### config.mk
export PLATFORM = sky130hd
export DESIGN_NAME = sha256_round_ctrl
export DESIGN_NICKNAME = d
export VERILOG_FILES = /design/src/rtl/sha256_pkg.sv /design/src/rtl/sha256_round_counter.sv /design/src/rtl/sha256_round_ctrl.sv
export SDC_FILE = /design/constraint.sdc
export NUM_CORES = 1
export LEC_CHECK = 0
export CAP_MARGIN = 20
export CORE_AREA = 2 2 39 41
export CTS_BUF_LIST = sky130_fd_sc_hd__clkbuf_4
export CTS_CLUSTER_DIAMETER = 80
export DETAILED_ROUTE_END_ITERATION = 6
export DIE_AREA = 0 0 41 43
export HOLD_SLACK_MARGIN = 0.15
export PLACE_DENSITY = 0.7
export SYNTH_ARGS = -nofsm -noshare
export SYNTH_HDL_FRONTEND = slang
export SYNTH_SLANG_ARGS = --single-unit
### constraint.sdc
create_clock -name CLK -period 5.2 [get_ports CLK]
set_input_delay 1.04 -clock CLK [delete_from_list [all_inputs] [get_ports CLK]]
set_output_delay 1.04 -clock CLK [all_outputs]
set_load 0.005 [all_outputs]
### src/rtl/sha256_pkg.sv
// Shared types and constants for the SHA-256 compression control slice.
package sha256_pkg;

  localparam int SHA256_ROUNDS      = 64;
  localparam int SHA256_SCHED_WORDS = 16;
  localparam int SHA256_WORD_W      = 32;

  typedef enum logic [2:0] {
    ST_IDLE  = 3'd0,
    ST_INIT  = 3'd1,
    ST_ROUND = 3'd2,
    ST_FINAL = 3'd3,
    ST_DONE  = 3'd4
  } sha256_ctrl_state_t;

endpackage

### src/rtl/sha256_round_counter.sv
// Round index counter: clears on rst or clr, advances on en, flags the last round.
module sha256_round_counter #(
  parameter int ROUNDS = 64,
  parameter int CW     = 6
) (
  input  logic          clk,
  input  logic          rst,
  input  logic          clr,
  input  logic          en,
  output logic [CW-1:0] count,
  output logic          last
);

  always_ff @(posedge clk) begin
    if (rst) begin
      count <= '0;
    end else if (clr) begin
      count <= '0;
    end else if (en) begin
      count <= count + CW'(1);
    end
  end

  assign last = (count == CW'(ROUNDS - 1));

endmodule

### src/rtl/sha256_round_ctrl.sv
// Sequences init, ROUNDS compression rounds and the hash update for one accepted block.
// Outputs decode registered state; only reg_en_o during rounds follows stall_i combinationally.
module sha256_round_ctrl
  import sha256_pkg::*;
#(
  parameter int ROUNDS = SHA256_ROUNDS,
  parameter int CW     = 6
) (
  input  logic          CLK,
  input  logic          RST,
  input  logic          blk_valid_i,
  input  logic          first_i,
  input  logic          stall_i,
  output logic          blk_ready_o,
  output logic          init_o,
  output logic          iv_sel_o,
  output logic          reg_en_o,
  output logic [CW-1:0] round_o,
  output logic          w_sel_o,
  output logic          hash_upd_o,
  output logic          busy_o,
  output logic          done_o
);

  sha256_ctrl_state_t state, state_nxt;
  logic [CW-1:0]      round_q;
  logic               round_last;
  logic               cnt_en;
  logic               cnt_clr;
  logic               accept;

  sha256_round_counter #(
    .ROUNDS(ROUNDS),
    .CW    (CW)
  ) u_cnt (
    .clk  (CLK),
    .rst  (RST),
    .clr  (cnt_clr),
    .en   (cnt_en),
    .count(round_q),
    .last (round_last)
  );

  assign accept = blk_valid_i & blk_ready_o;

  always_ff @(posedge CLK) begin
    if (RST) begin
      state <= ST_IDLE;
    end else begin
      state <= state_nxt;
    end
  end

  // Init source is latched per block so it stays stable across the whole compression.
  always_ff @(posedge CLK) begin
    if (RST) begin
      iv_sel_o <= 1'b0;
    end else if (accept) begin
      iv_sel_o <= first_i;
    end
  end

  always_comb begin
    state_nxt   = state;
    blk_ready_o = 1'b0;
    init_o      = 1'b0;
    reg_en_o    = 1'b0;
    w_sel_o     = 1'b0;
    hash_upd_o  = 1'b0;
    done_o      = 1'b0;
    cnt_en      = 1'b0;
    cnt_clr     = 1'b0;
    case (state)
      ST_IDLE: begin
        blk_ready_o = 1'b1;
        if (blk_valid_i) state_nxt = ST_INIT;
      end
      ST_INIT: begin
        init_o    = 1'b1;
        reg_en_o  = 1'b1;
        state_nxt = ST_ROUND;
      end
      ST_ROUND: begin
        reg_en_o = ~stall_i;
        w_sel_o  = (round_q < CW'(SHA256_SCHED_WORDS));
        if (!stall_i) begin
          cnt_en = 1'b1;
          if (round_last) begin
            cnt_clr   = 1'b1;
            state_nxt = ST_FINAL;
          end
        end
      end
      ST_FINAL: begin
        hash_upd_o = 1'b1;
        state_nxt  = ST_DONE;
      end
      ST_DONE: begin
        done_o    = 1'b1;
        state_nxt = ST_IDLE;
      end
      default: state_nxt = ST_IDLE;
    endcase
  end

  assign busy_o  = (state != ST_IDLE);
  assign round_o = round_q;

endmodule

==> reports/summary.txt <==
HP Start - iv_sel_o
Leading area contributor after synthesis - dfxtp_1
Clock sink total - 10
Hold EP - iv_sel_o
Simple-gate share of the synthesized area - 31.7%
Critical path's most frequent cell - clkdlybuf4s50_1
Synth Cell Area - 546 sq um
Worst R2R Path Depth - 3
Largest net degree at the start of global routing - 13
Post-DR wirelength/cell - 11.9 um
Setup Viol. Count Final - 0
Worst Hold Class - reg2reg
Critical path required time - 4.16 ns
Worst R2R Setup Slack - 3.38 ns
Status - finished, final reports clean
CP Launch Type - input pin
Busiest grt layer - met2
Least-Margin Pin Slew - 0.709 ns
Router iterations before antenna repair - 4
Commonest non-fill, non-tap cells in the layout - clkdlybuf4s50_1 (18), dfxtp_1 (10), a21oi_1 (6)
Logic pwr share - 18.5%
Final Skew - 0.00156 ns
Final Cycle Share - 73.3%
Crit Path Class - in2out
Setup TNS - 0 ns
Post-synthesis adder-cell area fraction - 2.29%
Min cycle time layout - 3.81 ns
Switching Fraction - 23.1%
Max clock buf depth - 2
Root Driver - clkbuf_4
Setup Buffers After CTS - 0
Cell family with most CP delay - buffers and inverters
Sequential share of power - 51.3%
Psw - 0.0376 mW
Top-area cell type share of the netlist area - 36.7%
Mapped Cells - 66
CTS tree - built
Post-synthesis mux area share - 2.06%
Met2 Use GR - 25.0%
Commonest non-fill, non-tap cell in the layout - clkdlybuf4s50_1
Layout overhead on the synthesized area - 35.3%
Initial DRC Count - 8
GR Util met1 - 20.3%
Post-synthesis cell type count - 28
Worst-skew pair later-pin latency - 0.26 ns
Vias - 529
Antenna Nets Post-Route - 0
Synth area leaders - dfxtp_1 (37%), a21oi_1 (5.5%), o211ai_1 (5.5%)
Starting density of the core - 39.4%
Worst Hold Depth - 2
Clock buffer count from CTS - 3
Worst EP arrival - 2.77 ns
Cell at the slowest stage of the critical path - or4b_1
Row cnt - 14
Vias in the first global route - 467
Fill cell count - 134
Grt ovf - 0
Nets - 90
Fin. max-slew vios - 0
Antenna violations before repair - 0
Routed vias/inst - 5.40
Worst path cell trace - clkdlybuf4s50_1 -> or4b_1 -> or2b_1 -> clkdlybuf4s50_1
Full die area - 0.00176 sq mm
WL final - 1170 um
R2r endpoint - u_cnt.count[5]
Buf+Inv Stages, Crit Path - 2
I/O pins - 19
Total power divided by cell area - 220 mW/mm^2
#FFs+latches synth - 10
Fmax - 262 MHz
Post-cts sizing count - 0
Die height - 43 um
CTS clk-pin slew, worst paths - 0.06 ns
First-pass GRT wire length - 1970 um
RSZ-0062 raised after global routing - no
Internal - 0.125 mW
Ys Warns - 0
Chip width - 41 um
CP peak stage delay - 0.61 ns
Max IR drop VDD - 129 uV
Ant. Diodes - 0
Sequential area share after synthesis - 36.7%
DPL Wire Length - 847 um
Crit Path Max Fanout - 8
Fin. Hold Viols - 0
Clock Power Share - 30.2%
Hold buffers post-CTS - 0
Combinational family with the most area after synthesis - simple AND/OR/NAND/NOR gates
IO buf count - 18
Leak Pwr - 0.245 nW
Max Cap Violations - 0
Placed Cells - 95
H-Tree Depth - 1
Share of the synthesized area in compound gates (AO/OA/AOI/OAI) - 16.7%
Layout cells sized above 1 - 7.32%
Synth Net Count - 72
Core box area - 0.00138 sq mm
All-Layer GR Usage - 16.5%
Syn Area/Cell - 8.27 sq um
Rel. slew slack - 52.1%
Crit Reg-Reg Startpoint - state[2]
Final Non-Filler Cells - 98
Post-synthesis xor/xnor area fraction - 1.61%
RePlAce Congestion - 0.846
DRC Markers - 0
Met3 Resource Use GR - 3.14%
Crit. End Element - output port
## cell usage after synthesis
cell type  instances
nor4b_1            3
buf_6              1
nand2b_1           1
nand4_1            1
a21oi_1            6
clkbuf_1           1
clkbuf_2           2
nor3b_1            3
or3_1              1
inv_1              5
xnor2_1            1
nand3_1            3
nor2b_1            3
or4b_1             1
o41ai_1            1
nand2_1            5
o21ai_0            3
mux2_2             1
nor2_1             2
ha_1               1
or4_1              1
dfxtp_1           10
or3_2              2
buf_2              1
or2b_1             1
nor3_1             1
o31ai_1            1
o211ai_1           4
## worst max path at each step
stage	slack, ns	startpoint	endpoint	cells after the start
after floorplan	2.36	stall_i	reg_en_o	3
after global placement	1.41	stall_i	reg_en_o	4
after detailed placement	1.39	stall_i	reg_en_o	4
after CTS	1.39	stall_i	reg_en_o	4
after global routing	1.31	stall_i	reg_en_o	4
final	1.39	stall_i	reg_en_o	4
## logic make-up (layout without fill, tap and decap cells)
group,after synthesis,in the layout
multiplexers,1,1
flip-flops,10,10
buffers and inverters,10,26
XOR/XNOR,1,1
AND/OR/NAND/NOR,28,28
AO/OA/AOI/OAI,15,15
adder cells (fa/ha/maj),1,1
## stage by stage
stage / cell area [sq um] / total power, mW / worst slack (ns) / util (%) / hold WS (ns)
6_report: 738 / 0.163 / 1.39 / 53.3 / 0.478
3_3_place_gp: 716 / 0.115 / 1.41 / 51.7 / 0.463
3_5_place_dp: 716 / 0.116 / 1.39 / 51.7 / 0.470
4_1_cts: 738 / 0.165 / 1.39 / 53.3 / 0.479
2_1_floorplan: 546 / 0.0994 / 2.36 / - / 0.470
5_1_grt: 738 / 0.176 / 1.31 / 53.3 / 0.501
## registers in the layout, indices dropped and copies added, names as in the netlist
register and flops:
iv_sel_o 1, u_cnt.count 6, state 3
## worst register-to-register path, stage by stage, from the launching register on
cell	delay [ns]
dfxtp_1	0.38
or4b_1	0.68
or4_1	0.55
a21oi_1	0.14
## power by group through the flow
stage	clock network [mW]	logic, mW	registers (mW)
2_1_floorplan	0	0.0172	0.0822
3_3_place_gp	0	0.0303	0.0852
3_5_place_dp	0	0.0303	0.0853
4_1_cts	0.0511	0.0305	0.0835
5_1_grt	0.0581	0.0336	0.0841
6_report	0.0491	0.0302	0.0835
## cell type report
type / count / area [sq um] / share of cell area [%]
multi-input cells: 46 / 297 / 40.2
clock buffers: 3 / 22.5 / 3.05
flip-flops and latches: 10 / 200 / 27.1
repair buffers: 18 / 180 / 24.4
inverters: 5 / 18.8 / 2.54
well taps: 16 / 20.0 / 2.71
## metal layers
layer / part of all wire, % / vias to the layer above
li1: - / 269
met1: 46 / 238
met2: 46 / 18
met3: 5.7 / 4
met4: 2.3 / 0
met5: 0 / -
Power figures use the tool's default switching activity.
